### config.mk
export PLATFORM = sky130hd
export DESIGN_NAME = trdb_reg_mr
export DESIGN_NICKNAME = d
export VERILOG_FILES = /design/src/rtl/trdb_reg_mr.sv
export SDC_FILE = /design/constraint.sdc
export NUM_CORES = 1
export LEC_CHECK = 0
export CORE_UTILIZATION = 39
export DETAILED_ROUTE_END_ITERATION = 16
export GPL_ROUTABILITY_DRIVEN = 0
export HOLD_SLACK_MARGIN = 0.12
export PLACE_DENSITY = 0.63
export SLEW_MARGIN = 30
export SYNTH_ARGS = -nofsm -noshare
export SYNTH_HDL_FRONTEND = slang
export SYNTH_SLANG_ARGS = --single-unit
### constraint.sdc
create_clock -name clk_i -period 5.56 [get_ports clk_i]
set_input_delay 1.112 -clock clk_i [delete_from_list [all_inputs] [get_ports clk_i]]
set_output_delay 1.112 -clock clk_i [all_outputs]
set_load 0.005 [all_outputs]
### src/rtl/trdb_reg_mr.sv
// trdb_reg_mr: APB control/status registers, address-range channels and software dump FIFO for the trace debugger
module trdb_reg_mr #(
  parameter int unsigned APB_ADDR_WIDTH = 12,
  parameter int unsigned XLEN = 32,
  parameter int unsigned NUM_RANGES = 4,
  parameter int unsigned SW_FIFO_DEPTH = 4
) (
  input  logic                         clk_i,
  input  logic                         rst_ni,
  output logic [31:0]                  per_rdata_o,
  output logic                         per_ready_o,
  input  logic [31:0]                  per_wdata_i,
  input  logic [APB_ADDR_WIDTH-1:0]    per_addr_i,
  input  logic                         per_we_i,
  input  logic                         per_valid_i,
  output logic                         flush_stream_o,
  input  logic                         flush_confirm_i,
  output logic                         clear_fifo_o,
  output logic                         trace_enable_o,
  output logic                         trace_activated_o,
  output logic                         trace_full_addr_o,
  output logic                         trace_implicit_ret_o,
  input  logic                         trace_req_deactivate_i,
  output logic                         apply_filters_o,
  output logic                         trace_selected_priv_o,
  output logic [1:0]                   trace_which_priv_o,
  output logic                         trace_range_event_o,
  output logic                         trace_stop_event_o,
  output logic [NUM_RANGES-1:0]        range_en_o,
  output logic [NUM_RANGES*XLEN-1:0]   trace_lower_addr_o,
  output logic [NUM_RANGES*XLEN-1:0]   trace_higher_addr_o,
  input  logic                         trace_qualified_i,
  input  logic                         trace_priv_match_i,
  input  logic [NUM_RANGES-1:0]        trace_range_match_i,
  input  logic                         trace_fifo_overflow_i,
  input  logic                         external_fifo_overflow_i,
  output logic [31:0]                  sw_word_o,
  output logic                         sw_timed_o,
  output logic                         sw_valid_o,
  input  logic                         sw_grant_i
);
  localparam int unsigned PW = $clog2(SW_FIFO_DEPTH);
  localparam int unsigned CW = PW + 1;
  logic [7:0] addr;
  logic wr, rd, wr_ctrl, wr_status, wr_filter, wr_dump, wr_dumpt;
  logic [NUM_RANGES-1:0] wr_lo, wr_hi;
  logic en_q, act_q, clr_q, flush_q, full_q, impl_q;
  logic qual_q, priv_q, tovf_q, eovf_q, sovf_q;
  logic [NUM_RANGES-1:0] match_q, ren_q;
  logic [5:0] filt_q;
  logic [XLEN-1:0] lo_q [NUM_RANGES];
  logic [XLEN-1:0] hi_q [NUM_RANGES];
  logic [32:0] mem [SW_FIFO_DEPTH];
  logic [PW-1:0] wp, rp;
  logic [CW-1:0] cnt;
  logic empty, full, flush_fifo, pop, push, ovf_ev;
  logic [31:0] status, filter;
  logic unused_addr;

  assign addr = per_addr_i[7:0];
  assign unused_addr = ^per_addr_i[APB_ADDR_WIDTH-1:8];
  assign wr = per_valid_i & per_we_i;
  assign rd = per_valid_i & ~per_we_i;
  assign wr_ctrl = wr && addr == 8'h00;
  assign wr_status = wr && addr == 8'h04;
  assign wr_filter = wr && addr == 8'h08;
  assign wr_dump = wr && addr == 8'h0C;
  assign wr_dumpt = wr && addr == 8'h10;
  assign per_ready_o = 1'b1;

  assign empty = cnt == '0;
  assign full = cnt == CW'(SW_FIFO_DEPTH);
  assign flush_fifo = clr_q | ~en_q;
  assign pop = sw_grant_i & ~empty & ~flush_fifo;
  assign push = (wr_dump | wr_dumpt) & ~flush_fifo & (~full | pop);
  assign ovf_ev = (wr_dump | wr_dumpt) & ~flush_fifo & full & ~pop;
  assign sw_valid_o = ~empty;
  assign sw_word_o = mem[rp][31:0];
  assign sw_timed_o = mem[rp][32];

  assign flush_stream_o = flush_q;
  assign clear_fifo_o = clr_q;
  assign trace_enable_o = en_q;
  assign trace_activated_o = act_q;
  assign trace_full_addr_o = full_q;
  assign trace_implicit_ret_o = impl_q;
  assign apply_filters_o = filt_q[0];
  assign trace_selected_priv_o = filt_q[1];
  assign trace_which_priv_o = filt_q[3:2];
  assign trace_range_event_o = filt_q[4];
  assign trace_stop_event_o = filt_q[5];
  assign range_en_o = ren_q;

  for (genvar i = 0; i < NUM_RANGES; i++) begin : g_rng
    assign trace_lower_addr_o[i*XLEN +: XLEN] = lo_q[i];
    assign trace_higher_addr_o[i*XLEN +: XLEN] = hi_q[i];
  end

  // decode writes to the per-channel range registers
  always_comb begin
    wr_lo = '0;
    wr_hi = '0;
    for (int i = 0; i < NUM_RANGES; i++) begin
      wr_lo[i] = wr && addr == 8'(32 + 8 * i);
      wr_hi[i] = wr && addr == 8'(36 + 8 * i);
    end
  end

  // assemble STATUS and FILTER read images
  always_comb begin
    status = '0;
    status[5:0] = {sovf_q, eovf_q, tovf_q, |match_q, priv_q, qual_q};
    status[15:8] = 8'(cnt);
    status[16 +: NUM_RANGES] = match_q;
    filter = '0;
    filter[5:0] = filt_q;
    filter[8 +: NUM_RANGES] = ren_q;
  end

  // combinational read mux, zero outside a read access
  always_comb begin
    per_rdata_o = '0;
    if (rd) begin
      case (addr)
        8'h00: per_rdata_o = {26'b0, impl_q, full_q, flush_q, 1'b0, act_q, en_q};
        8'h04: per_rdata_o = status;
        8'h08: per_rdata_o = filter;
        default: per_rdata_o = '0;
      endcase
      for (int i = 0; i < NUM_RANGES; i++) begin
        if (addr == 8'(32 + 8 * i)) per_rdata_o = 32'(lo_q[i]);
        if (addr == 8'(36 + 8 * i)) per_rdata_o = 32'(hi_q[i]);
      end
    end
  end

  // CTRL/FILTER bits, status input sampling and sticky overflow flags
  always_ff @(posedge clk_i or negedge rst_ni) begin
    if (!rst_ni) begin
      en_q <= 1'b0;
      act_q <= 1'b0;
      clr_q <= 1'b0;
      flush_q <= 1'b0;
      full_q <= 1'b0;
      impl_q <= 1'b0;
      filt_q <= '0;
      ren_q <= '0;
      qual_q <= 1'b0;
      priv_q <= 1'b0;
      match_q <= '0;
      tovf_q <= 1'b0;
      eovf_q <= 1'b0;
      sovf_q <= 1'b0;
    end else begin
      if (wr_ctrl) begin
        en_q <= per_wdata_i[0];
        full_q <= per_wdata_i[4];
        impl_q <= per_wdata_i[5];
      end
      act_q <= trace_req_deactivate_i ? 1'b0 : wr_ctrl ? per_wdata_i[1] : act_q;
      flush_q <= flush_confirm_i ? 1'b0 : wr_ctrl ? per_wdata_i[3] : flush_q;
      clr_q <= wr_ctrl & per_wdata_i[2];
      if (wr_filter) begin
        filt_q <= per_wdata_i[5:0];
        ren_q <= per_wdata_i[8 +: NUM_RANGES];
      end
      qual_q <= trace_qualified_i;
      priv_q <= trace_priv_match_i;
      match_q <= trace_range_match_i;
      tovf_q <= trace_fifo_overflow_i | (tovf_q & ~(wr_status & per_wdata_i[3]));
      eovf_q <= external_fifo_overflow_i | (eovf_q & ~(wr_status & per_wdata_i[4]));
      sovf_q <= ovf_ev | (sovf_q & ~(wr_status & per_wdata_i[5]));
    end
  end

  // address range channel registers
  always_ff @(posedge clk_i or negedge rst_ni) begin
    if (!rst_ni) begin
      lo_q <= '{default: '0};
      hi_q <= '{default: '0};
    end else begin
      for (int i = 0; i < NUM_RANGES; i++) begin
        if (wr_lo[i]) lo_q[i] <= XLEN'(per_wdata_i);
        if (wr_hi[i]) hi_q[i] <= XLEN'(per_wdata_i);
      end
    end
  end

  // software FIFO pointers and occupancy, emptied by clear pulse or while disabled
  always_ff @(posedge clk_i or negedge rst_ni) begin
    if (!rst_ni) begin
      wp <= '0;
      rp <= '0;
      cnt <= '0;
    end else if (flush_fifo) begin
      wp <= '0;
      rp <= '0;
      cnt <= '0;
    end else begin
      if (push) wp <= wp + PW'(1);
      if (pop) rp <= rp + PW'(1);
      cnt <= cnt + CW'(push) - CW'(pop);
    end
  end

  // software FIFO storage: word plus timed flag
  always_ff @(posedge clk_i or negedge rst_ni) begin
    if (!rst_ni) mem <= '{default: '0};
    else if (push) mem[wp] <= {wr_dumpt, per_wdata_i};
  end
endmodule

==> impl_summary.md, run 1 <==
Timing
The number of pins with negative max-slew slack in the final report was 0. Setup repair after global routing left no endpoint under its margin. The final critical-path required period is 5330 ps.

In this run the tightest slew margin relative to its limit is a little over a third. Summed over all failing endpoints, the final setup total negative slack is 0 ps. Timing would allow up to between 0.15 and 0.2 GHz. The transition time at the pin with the least slew margin is 962 ps. Between clock sinks in the finished design, the worst skew comes to 18.6 ps. Setup violations remaining at the end of the flow were counted as 0. After layout, the worst path uses 95.9% of the clock period. The final worst slack is ~230 ps. The number of hold-slack violations in the final timing report is 0.

Clocking
Counting along the longest clock path gives a buffer depth of 3. The number of sinks handled by clock tree synthesis is 420. Once the clock tree was built, the setup fixing pass inserted 0 buffers.

Clock-pin slew was measured on the worst setup and hold paths at 60 ps. The clock tree root buffer cell is sky130_fd_sc_hd__clkbuf_16. Post-CTS repair changed the size of 0 cells.

The clock latency of the later-clocked register in the worst-skew pair is 600 ps. The quantity of hold-fixing buffers added after cts is 0. The CTS tree is built.

The H-tree generated during clock tree synthesis spans 2 levels. Clock tree synthesis inserted a total of 47 buffers.

Setup path
The peak fanout along the critical path is 9. The slack of the worst reg-to-reg path is approximately 2600 ps. For this run, the slowest stage of the critical path takes a little over 800 ps. The largest individual stage delay along the critical path comes from the cell sky130_fd_sc_hd__or4b_1. The worst reg2reg path startpoint is clear_fifo_o$_DFF_PN0_. The data required time of the worst path is 4450 ps. The end of the worst register-to-register path is mem[121]$_DFFE_PN0P_. The signal on the critical path passes through clkdlybuf4s50_1 > or2_1 > or4b_1 > buf_4 > a211oi_1 > clkdlybuf4s50_1.

The type of the worst setup path is input pin to output pin. The kind of start point of the critical path is an input pin. The cell with the most instances on the worst path is sky130_fd_sc_hd__clkdlybuf4s50_1. STA classifies the critical path endpoint as an output pin.

Data on the critical path arrives at its endpoint at 4220 ps. The count of cells along the worst register-to-register path is 5.

Outcome
The run finished with clean final reports.

Pwr
Internal power comes to ~5.2 mW. The worst-case IR drop observed on VDD is ~0.20 mV. The switching power total is 1.67 mW.

The share of power burned in combinational logic is 7.9%. Registers are responsible for 46.5% of the overall power. The total power per unit cell area is 257 nW/µm². The clock network fraction of total power is 45.6%.

The fraction of power spent switching nets is 24.4%. The leakage dissipation is about 12 nW.

Detailed routing
Summing over every cut layer, the via total after detailed routing is roughly 15000. The number of antenna-violating nets in the routed design is 0. The first-pass iteration count of the detailed router is 7.

The routed wire length per instance is 29.7 µm. In the routed layout, each cell is associated on average with a via count of slightly below 6. The remaining design rule violation count is 0.

The aggregate routed wire length is slightly below 80 mm. The detailed router finished its first iteration with approximately 1300 violations.

Floorplanning
For this design the top-level I/O count stands at 398. In this run the vertical extent of the chip is 230 µm. The placement row count is between 80 and 90. The full die area is 52900 µm². The die width is about 230 µm.

The total area inside the core boundary comes to 51300 µm². The starting density of the core is 39.5%.

Logic synthesis
The primary flip-flop cell chosen by synthesis mapping is sky130_fd_sc_hd__dfrtp_1. Counting flops with a built-in enable in the synthesized netlist gives 0. The netlist uses 74 different library cells.

After technology mapping, the gate count stands at 1503. The mapped cell area is 20300 µm². The Yosys step of the flow raised 0 warnings. The number of synthesized register bits is 420. Each instance of the synthesized netlist takes up on average 13.5 µm².

Summing the sequential cell areas from Yosys gives 51.8% of the chip area. When the netlist entered floorplanning its net count stood at about 1600. In the synthesized netlist the async set-or-reset flop fraction comes to 100%.

GRT
Entering global routing, the biggest net connects 119 pins. The wire length of the first global-routing pass is 110 mm. The overall overflow remaining after global route is 0. The number of antenna violations at the first check in global routing came to 8.

Across every metal layer, demand over resource in global routing totals 28.9%. The number of global-route vias before repair is 15193.

Place
The total of buffers placed on input and output ports is 392. The placed wire-length estimate is about 53 mm. Prior to clock tree synthesis, the placed netlist has a worst setup slack of slightly below 300 ps.

Final layout
In the layout the commonest cells are sky130_fd_sc_hd__dfrtp_1 (418), sky130_fd_sc_hd__clkdlybuf4s50_1 (388), sky130_fd_sc_hd__mux2_2 (266), sky130_fd_sc_hd__mux2_4 (120), sky130_fd_sc_hd__nand2_1 (73). The most common cell after layout, fill and taps aside is sky130_fd_sc_hd__dfrtp_1. In the final layout, the share of cells above drive strength 1 is a little under a third. From synthesis to final layout, the design area changed by 30.9%. The net count of the finished layout is 1947.

Min path
The type of the most critical hold path is input pin to async pin.

Run
The number of maximum-capacitance violations is 0.
-- power by group through the flow --
stage | clock network [mW] | registers (mW) | logic, mW
2_1_floorplan | 0 | 3.21 | 0.189
3_3_place_gp | 0 | 3.22 | 0.526
3_5_place_dp | 0 | 3.22 | 0.533
4_1_cts | 3.16 | 3.17 | 0.535
5_1_grt | 3.28 | 3.18 | 0.573
6_report | 3.11 | 3.17 | 0.540
-- worst max path at each step --
stage	start	end	cells after the start
6_report	per_addr_i[1]	per_rdata_o[20]	6
5_1_grt	per_addr_i[1]	per_rdata_o[15]	7
4_1_cts	per_addr_i[0]	per_rdata_o[17]	7
3_5_place_dp	per_addr_i[0]	per_rdata_o[17]	7
3_3_place_gp	per_addr_i[0]	per_rdata_o[17]	7
2_1_floorplan	per_addr_i[7]	per_rdata_o[17]	5
-- stage by stage --
stage	hold slack, ps	util, %	total power, mW	instance area (µm²)	instances
after CTS	478	51.7	6.87	26500	2595
after detailed placement	466	48.7	3.76	25000	2511
after global placement	464	48.7	3.75	25000	2511
final	374	51.7	6.82	26500	2600
after global routing	374	51.7	7.03	26500	2598
after floorplan	450	-	3.40	20300	1503
-- worst max-delay path, delay by kind of cell --
family	cells	cell delay, ps
AND/OR/NAND/NOR	2	1270
AO/OA/AOI/OAI	1	390
buffers and inverters	3	1440
-- Yosys cell counts, types with 4 or more instances --
master                      instances  area share [%]
sky130_fd_sc_hd__nor2_2             5            0.15
sky130_fd_sc_hd__a31oi_1            5            0.15
sky130_fd_sc_hd__mux2_1            15            0.83
sky130_fd_sc_hd__nand3_1            8            0.20
sky130_fd_sc_hd__a211oi_1           4            0.15
sky130_fd_sc_hd__buf_6             13            0.72
sky130_fd_sc_hd__nor2b_1            8            0.25
sky130_fd_sc_hd__mux2_2           266              15
sky130_fd_sc_hd__mux2i_1           30             1.5
sky130_fd_sc_hd__a221oi_1          10            0.43
sky130_fd_sc_hd__inv_1             12            0.22
sky130_fd_sc_hd__mux4_2            34             3.8
sky130_fd_sc_hd__clkbuf_1          61             1.1
sky130_fd_sc_hd__nand2_1           73             1.4
sky130_fd_sc_hd__a22o_1            10            0.43
sky130_fd_sc_hd__o221ai_1           4            0.17
sky130_fd_sc_hd__dfrtp_1          420              52
sky130_fd_sc_hd__nor3_1             6            0.15
sky130_fd_sc_hd__a21oi_1           54             1.3
sky130_fd_sc_hd__nor2_1            38            0.70
sky130_fd_sc_hd__o21ai_0           72             1.8
sky130_fd_sc_hd__a311oi_2           4            0.30
sky130_fd_sc_hd__nand2_4            4            0.22
sky130_fd_sc_hd__or4_1              4            0.15
sky130_fd_sc_hd__a21o_1            10            0.37
sky130_fd_sc_hd__nand2b_1          11            0.34
sky130_fd_sc_hd__buf_2             31            0.77
sky130_fd_sc_hd__o2111ai_1          7            0.30
sky130_fd_sc_hd__mux2_4           120             8.9
sky130_fd_sc_hd__o22ai_1           25            0.77
sky130_fd_sc_hd__nor4_1             4            0.12
sky130_fd_sc_hd__and3_1             9            0.28
sky130_fd_sc_hd__and2_1             4            0.12
sky130_fd_sc_hd__buf_4             28             1.0
sky130_fd_sc_hd__or2_2              4            0.12
sky130_fd_sc_hd__a22oi_1           20            0.74
sky130_fd_sc_hd__ha_1               6            0.37
-- registers in the layout (all words and copies together), names as in the netlist, 2 cells and up --
register,count
trace_higher_addr_o,128
range_en_o,4
wp,2
match_q,4
cnt,3
trace_lower_addr_o,128
filt_q,6
rp,2
mem,132
-- layer usage --
metal	track usage [%]	part of all wire [%]	up-vias
met2	43.8	46	743
met5	0	0.052	-
met1	38.4	41	7846
li1	-	-	6284
met3	8.54	9.2	145
met4	12.5	3.8	6
-- area by class of cell --
class,count,area [µm²]
inverters,13,48.8
multi-input cells,936,9040
well taps,680,851
flip-flops and latches,420,10500
fillers,4459,24800
clock buffers,69,1380
diodes,4,10.0
repair buffers,463,4540
clock inverters,15,151
-- logic make-up after synthesis --
family                     count (synthesis)  synth area share, %
DFF                                      420                 51.8
buffers and inverters                    147                 3.91
and+or+nand+nor                          205                 5.59
adders and majority gates                  7                0.469
other                                      1               0.0185
muxes                                    465                 29.7
AOI/OAI and AO/OA                        253                 8.22
xor gates and xnor gates                   5                0.216
No activity file was read; power rests on OpenSTA's default activity.
==> run 2: changes to the inputs <==
--- a/config.mk
+++ b/config.mk
@@ -10,7 +10,7 @@
 export GPL_ROUTABILITY_DRIVEN = 0
 export HOLD_SLACK_MARGIN = 0.12
 export PLACE_DENSITY = 0.63
-export SLEW_MARGIN = 30
+export SLEW_MARGIN = 40
 export SYNTH_ARGS = -nofsm -noshare
 export SYNTH_HDL_FRONTEND = slang
 export SYNTH_SLANG_ARGS = --single-unit
==> run 2 against run 1 <==
  * Highest routed layer unchanged
  * Clock skew rose by 6.9 ps
  * Largest cell class unchanged
  * First-iteration DRC count is 4.4% higher
  * Register-to-register slack lost 110 ps
  * Sequential share of layout area down 0.10 points
  * Sequential power is essentially flat
  * Wire length grew 0.32%
==> impl_summary.md, run 2 (synthesis gave the netlist of run 1 again) <==
Outcome
The flow ran to the end, and the final reports show no timing, DRC or antenna violations.

Timing
Setup violations remaining at the end of the flow were counted as 0. The number of hold-slack violations in the final timing report is 0. For the final database, setup skew stands at between 20 and 30 ps. The number of pins with negative max-slew slack in the final report was 0. At the pin with the least slew margin, the transition time is 871 ps. The final critical-path required period is 5270 ps. The final worst slack is 293 ps. Hold timing on the final database bottoms out at a slack of 463 ps. After layout, the worst path uses 94.7% of the clock period.

The setup TNS after final layout is 0 ps. The worst pin sits at a relative slew slack of about two fifths. The maximum operating frequency is 0.190 GHz.

Setup repair after global routing left no endpoint under its margin.

Pwr
The total power per unit cell area is 259 nW/µm². The leakage dissipation is roughly 12 nW. The design draws a little under 7 mW.

The largest vdd supply drop is between 0.15 and 0.2 mV.

Setup path
The signal on the critical path passes through clkdlybuf4s50_1 > or2_1 > or4b_1 > buf_4 > a211oi_1 > clkdlybuf4s50_1. The data required time of the worst path is between 4000 and 5000 ps. The critical-path cell with the highest stage delay is sky130_fd_sc_hd__or4b_1. The data arrival at the endpoint of the critical path is 4150 ps.

The cell that appears most often on the critical path is sky130_fd_sc_hd__clkdlybuf4s50_1. The kind of start point of the critical path is an input pin. The endpoint kind of the worst setup timing path is an output pin.

The peak fanout along the critical path is 9. The stage delay of the slowest cell on the critical path is roughly 810 ps. The worst setup path is of the input pin to output pin kind.

GRT
After global routing the overflow that remains totals 0. Entering global routing, the biggest net connects roughly 120 pins. The first global-routing pass estimated roughly 110 mm of wire.

The number of global-route vias before repair was about 15000. The number of antenna violations at the first check in global routing is 4. Global routing used 29.0% of the available tracks across all layers.

Final layout
The share of final-layout standard cells stronger than drive strength 1 is 32.0%. mem holds more flip-flops than any other register. In the layout the commonest cells are sky130_fd_sc_hd__dfrtp_1 (418), sky130_fd_sc_hd__clkdlybuf4s50_1 (388), sky130_fd_sc_hd__mux2_2 (266), sky130_fd_sc_hd__mux2_4 (120), sky130_fd_sc_hd__nand2_1 (73). The register with the most flip-flops in the layout has between 100 and 150 of them. The final cell count without fillers is 2602.

Measured on the finished design, the core utilization comes to 51.9%. The area of all placed cells without fillers is 26600 µm². The most common cell after layout, fill and taps aside is sky130_fd_sc_hd__dfrtp_1. The area growth from synthesis to layout is 31.2%. The net count of the finished layout is 1949.

Place
The instance count after placement with tap cells included is between 2000 and 3000. The post-place instance area is 25000 µm². Before CTS, the worst setup slack after placement is 287 ps. Once detailed placement completed, the half-perimeter wirelength came to 53.0 mm. The total of buffers placed on input and output ports is 392.

Detailed routing
After detailed routing, the average wire length per cell comes to between 20 and 30 µm. For this run, design rule violations remaining after detail routing come to 0. The first-pass iteration count of the detailed router is 5. The number of antenna-violating nets in the routed design is 0. The detail-routed via count per cell is 5.84.

The via count is about 15000. After the first detailed-routing iteration, the DRC count stood at approximately 1300. The aggregate routed wire length is 77.4 mm.

Clocking
The H-tree generated during clock tree synthesis spans 2 levels. Clock-pin slew was measured on the worst setup and hold paths at 50 ps. After clock tree synthesis, the repair step resized 0 gates. In this run, CTS created clock tree buffers numbering 48. The later pin in the worst-skew pair is clocked with a latency of roughly 600 ps.

The quantity of hold-fixing buffers added after cts is 0. The clock tree root buffer cell is sky130_fd_sc_hd__clkbuf_16. TritonCTS built the clock tree.

The number of setup buffers added after CTS is 0. The tree built by TritonCTS fans out to 420 sinks. Counting along the longest clock path gives a buffer depth of 3.

Floorplanning
In this run the count of I/O pins placed on the die edge is 398. Once the floorplan was initialized, standard cells occupied between 30% and 40% of the core. The core region is 51300 µm². The die covers 52900 µm². The die width is 230 µm. After floorplanning, the core was divided into just over 80 placement rows. Measured along the y axis, the die boundary spans 230 µm.

Run
The tool flagged a number of max-cap violations equal to 0.

Min path
The min-delay analysis places its worst path in the category input pin to async pin.
run 2: critical path, delay by kind of cell:
kind	cells	cell delay, ps
and+or+nand+nor	2	1250
buffers and inverters	3	1420
AOI/OAI and AO/OA	1	360
run 2: final timing paths:
kind	start	endpoint	slack (ps)	cells after the start
worst max-delay path	per_addr_i[1]	per_rdata_o[20]	290	6
worst min-delay path	rst_ni	trace_higher_addr_o[23]$_DFFE_PN0P_	460	1
worst max register to register	clear_fifo_o$_DFF_PN0_	mem[81]$_DFFE_PN0P_	2450	5
worst min register to register	tovf_q$_DFF_PN0_	tovf_q$_DFF_PN0_	480	1
max in group asynchronous	rst_ni	trace_higher_addr_o[27]$_DFFE_PN0P_	3640	3
min in group clk_i	tovf_q$_DFF_PN0_	tovf_q$_DFF_PN0_	480	1
run 2: cell type report:
class / instances / area (µm²)
Antenna cell: 1 / 2.50
Timing Repair Buffer: 464 / 4570
Tap cell: 680 / 851
Clock inverter: 18 / 176
Inverter: 13 / 48.8
Fill cell: 4475 / 24700
Multi-Input combinational cell: 936 / 9050
Sequential cell: 420 / 10500
Clock buffer: 70 / 1400
run 2: where the power goes:
group          internal [mW]  leakage, nW  switching [mW]
logic                  0.229         5.66           0.312
clock network           1.88        0.773            1.31
registers               3.11         5.80          0.0584
total                   5.22         12.2            1.68
run 2: layer usage:
layer	GRT usage (%)	share of wire [%]
met1	39.0	41
met2	45.1	46
met3	7.49	9.7
met4	10.2	3.2
met5	0	0.037
==> run 3: changes to the inputs <==
--- a/config.mk
+++ b/config.mk
@@ -5,11 +5,12 @@
 export SDC_FILE = /design/constraint.sdc
 export NUM_CORES = 1
 export LEC_CHECK = 0
+export ABC_AREA = 1
 export CORE_UTILIZATION = 39
 export DETAILED_ROUTE_END_ITERATION = 16
 export GPL_ROUTABILITY_DRIVEN = 0
 export HOLD_SLACK_MARGIN = 0.12
-export PLACE_DENSITY = 0.63
+export PLACE_DENSITY = 0.64
 export SLEW_MARGIN = 40
 export SYNTH_ARGS = -nofsm -noshare
 export SYNTH_HDL_FRONTEND = slang
==> run 3 against run 2 <==
  * Flip-flop and latch count unchanged
  * Synthesized cell count increased by 43%
  * Final cell count increased by 20%
  * Fmax decreased by 0.36%
  * Wire length decreased by 14%
  * Global-route usage decreased by 1.4 points
  * Combinational power decreased by 30%
  * Highest routed layer is now met4
==> impl_summary.md, run 3 <==
Clocking
The CTS tree is built. The H-tree depth is 2. The clock latency of the later-clocked register in the worst-skew pair is ~580 ps. The longest clock path from root to sink contains 3 buffers. Clock tree synthesis found a total of 420 sinks. The clock edge transition at the registers on the reported setup and hold paths is 60 ps. In this run, post-CTS repair resized a total of 0 instances. The post-CTS setup repair buffer count is 0. The number of clock buffers added by TritonCTS is 47. Buffers inserted to repair hold after CTS numbered 0.

The clock tree root buffer cell is sky130_fd_sc_hd__clkbuf_16.

Setup path
The worst register-to-register path ends at cnt[2]$_DFF_PN0_. The worst register-to-register path begins at trace_enable_o$_DFFE_PN0P_. STA classifies the critical path endpoint as an output pin. The type of the worst setup path is input pin to output pin. The critical-path cell with the highest stage delay is sky130_fd_sc_hd__clkdlybuf4s50_1.

The capturing instance or port of the critical path is per_rdata_o[25]. Data arrives at the worst endpoint at 4170 ps. The family with the most delay on the worst path is buffers and inverters. The depth of the critical timing path with buffers and inverters included is 13. The slack of the worst reg-to-reg path is 2930 ps.

For the worst flop-to-flop path, the logic depth is 12. The number of buffers and inverters on the critical path is 7. The stage delay of the slowest cell on the critical path is around 500 ps. The startpoint of the most critical setup path is per_addr_i[3]. The kind of start point of the critical path is an input pin. STA puts the critical path data required time at 4450 ps. The peak fanout along the critical path is 16. The signal on the critical path passes through clkdlybuf4s50_1 > inv_2 > nand2_1 > nor2_2 > inv_1 > nor2_4 > buf_4 > buf_4 > nand2_1 > nand4_1 > o211ai_1 > inv_1 > clkdlybuf4s50_1.

Final layout
The largest register by flop count is mem. The library cell used most frequently in the layout, excluding fill and tap cells, is sky130_fd_sc_hd__nand2_1. In the layout the commonest cells are sky130_fd_sc_hd__nand2_1 (605), sky130_fd_sc_hd__dfrtp_1 (419), sky130_fd_sc_hd__clkdlybuf4s50_1 (391), sky130_fd_sc_hd__o21ai_0 (360), sky130_fd_sc_hd__o21ai_1 (147). Cells with a size suffix above 1 make up 6.43% of the layout. After filler insertion, the fill cell instance count of the layout stands at around 4400.

The register with the most flip-flops in the layout has ~130 of them. Relative to the synthesized area, the layout overhead comes to 31.6%. The net count of the finished layout is 2531.

Logic synthesis
The most numerous cell in the Yosys netlist is sky130_fd_sc_hd__nand2_1. The cell type with the highest aggregate area in the netlist is sky130_fd_sc_hd__dfrtp_1. The average size of a mapped cell is 8.55 µm². When the netlist entered floorplanning its net count stood at 2222. After synthesis, flip-flops and latches occupy 57.0% of the total area. The async set-or-reset flop fraction in the synthesized netlist is 100%. In this run the cell area of the synthesized design comes to 18400 µm².

The number of synthesized register bits is 420. By count the netlist is led by sky130_fd_sc_hd__nand2_1 (612), sky130_fd_sc_hd__dfrtp_1 (420), sky130_fd_sc_hd__o21ai_0 (360). The share of synthesized area in the top cell type comes to 57.0%. Counting every instance in the synthesized netlist gives between 2000 and 2500. By area the synthesized netlist is led by sky130_fd_sc_hd__dfrtp_1 (57%), sky130_fd_sc_hd__nand2_1 (12%), sky130_fd_sc_hd__o21ai_0 (9.8%). Counting distinct cell types in the post-synthesis netlist gives 35. For this run, the number of Yosys warnings is 0. The most used flip-flop cell after synthesis is sky130_fd_sc_hd__dfrtp_1. The number of enable-type register cells in the synthesized netlist is 0.

GRT
The pin count of the biggest net entering global routing is 118. Summed over all layers, the global routing overflow is 0. For this run, the total global-route usage over all layers was measured as between 20% and 30%. The number of global-route vias before repair came to 15961. The first global-routing pass estimated 99.3 mm of wire. The number of antenna violations at the first check in global routing is 1.

Timing
The number of pins with negative max-slew slack in the final report is 0. The number of endpoints failing setup at the final stage is 0. For the pin with the worst max-slew slack, the measured transition is 809 ps.

Setup repair after global routing left no endpoint under its margin. Hold timing on the final database bottoms out at a slack of 484 ps. Counting I/O delays and the setup requirement, the final critical path takes 5290 ps. The maximum operating frequency is 0.189 GHz. The number of hold-slack violations in the final timing report is 0. The final critical path takes up 95.1% of the cycle. Adding up every negative setup slack in the final design gives 0 ps. On the final layout, the worst clock skew is 6.99 ps.

The relative max-transition margin is between 40% and 50%.

Min path
The type of the most critical hold path is flip-flop to flip-flop.

Detailed routing
In the final routed layout, each cell accounts on average for around 21 µm. The detailed router's first-iteration violation count is 1489. The first-pass iteration count of the detailed router is 5. The remaining design rule violation count is 0.

Dividing the detail-routed via count by the number of cells gives 5.35. The aggregate routed wire length is 66.2 mm. Summing over every cut layer, the via total after detailed routing is 16657. The count of nets left with antenna violations once routing finished came out at 0.

Pwr
Dividing total power by cell area gives a power density of 276 nW/µm². The largest vdd supply drop is 0.259 mV. Summed over all cells, the static leakage comes to 11.0 nW.

The overall power after layout is between 6 and 7 mW.

Floorplanning
The full die area is ~48000 µm². For this design the top-level I/O count stands at 398. The placement row count is 79.

Measured along the x axis, the die boundary spans 219 µm. The starting density of the core is 39.6%. The area of the core region is approximately 47000 µm². The die is 219 µm tall.

Place
The total of buffers placed on input and output ports is 392. The placed wire-length estimate is about 46 mm.

Run
The number of maximum-capacitance violations is 0.

Outcome
The run finished with clean final reports.
-- run 3: cell types whose count changed after synthesis, sizes merged, moves of 23 or more --
cell and change:
nand2 +542, nor2 +51, mux2 -401, nand4 +28, clkbuf +58, mux4 -34, o21ai +435, buf -29
inv +101, nand3 +37, a21oi +23, mux2i -30
-- run 3: worst min-delay path by stage --
stage                         from                  end  slack, ps  cells past startpoint
6_report       mem[62]$_DFFE_PN0P_  mem[62]$_DFFE_PN0P_        480                      2
5_1_grt        mem[98]$_DFFE_PN0P_  mem[98]$_DFFE_PN0P_        500                      2
4_1_cts        mem[79]$_DFFE_PN0P_  mem[79]$_DFFE_PN0P_        490                      2
3_5_place_dp   mem[79]$_DFFE_PN0P_  mem[79]$_DFFE_PN0P_        470                      2
3_3_place_gp   mem[36]$_DFFE_PN0P_  mem[36]$_DFFE_PN0P_        460                      2
2_1_floorplan  mem[35]$_DFFE_PN0P_  mem[35]$_DFFE_PN0P_        450                      2
-- run 3: cells by family (layout without fill, tap and decap cells) --
logic type	count (synthesis)	in the layout	synth area share, %
simple gates	810	810	17.7
buf+inv	278	625	6.66
xor+xnor	2	2	0.0951
other cells	1	2	0.0203
fa+ha+maj	7	7	0.516
flops	420	420	57.0
compound gates	638	638	18.0
-- run 3: report_power, final --
group	internal [mW]	total (mW)	switching (mW)
logic	0.156	0.376	0.220
clock network	1.87	3.17	1.30
registers	3.11	3.16	0.0496
-- run 3: worst min-delay path: stages, from the launching register on --
cell and delay, ps:
sky130_fd_sc_hd__dfrtp_1 340, sky130_fd_sc_hd__nand2_1 50, sky130_fd_sc_hd__o21ai_1 60
-- run 3: cell type report --
type	count	area, µm²	share of cell area [%]
flip-flops and latches	420	10500	43.3
well taps	607	759	3.13
clock inverters	16	144	0.593
multi-input cells	1458	6770	27.9
inverters	115	433	1.78
repair buffers	423	4210	17.4
diodes	1	2.50	0.0103
clock buffers	71	1430	5.89
-- run 3: per-layer routing --
metal,vias up,global-route usage (%),wire [µm]
met4,0,10.4,2210
met5,-,0,0
met2,687,46.6,32300
met3,117,7.23,5780
li1,7737,-,-
met1,8116,33.6,25900
-- run 3: stage by stage --
step,worst slack (ps),utilization (%),cell area [µm²],instances
2_1_floorplan,2180,-,18400,2156
3_3_place_gp,390,48.6,22600,3023
3_5_place_dp,380,48.7,22700,3023
4_1_cts,341,52.1,24300,3110
5_1_grt,115,52.1,24300,3111
6_report,274,52.1,24300,3111
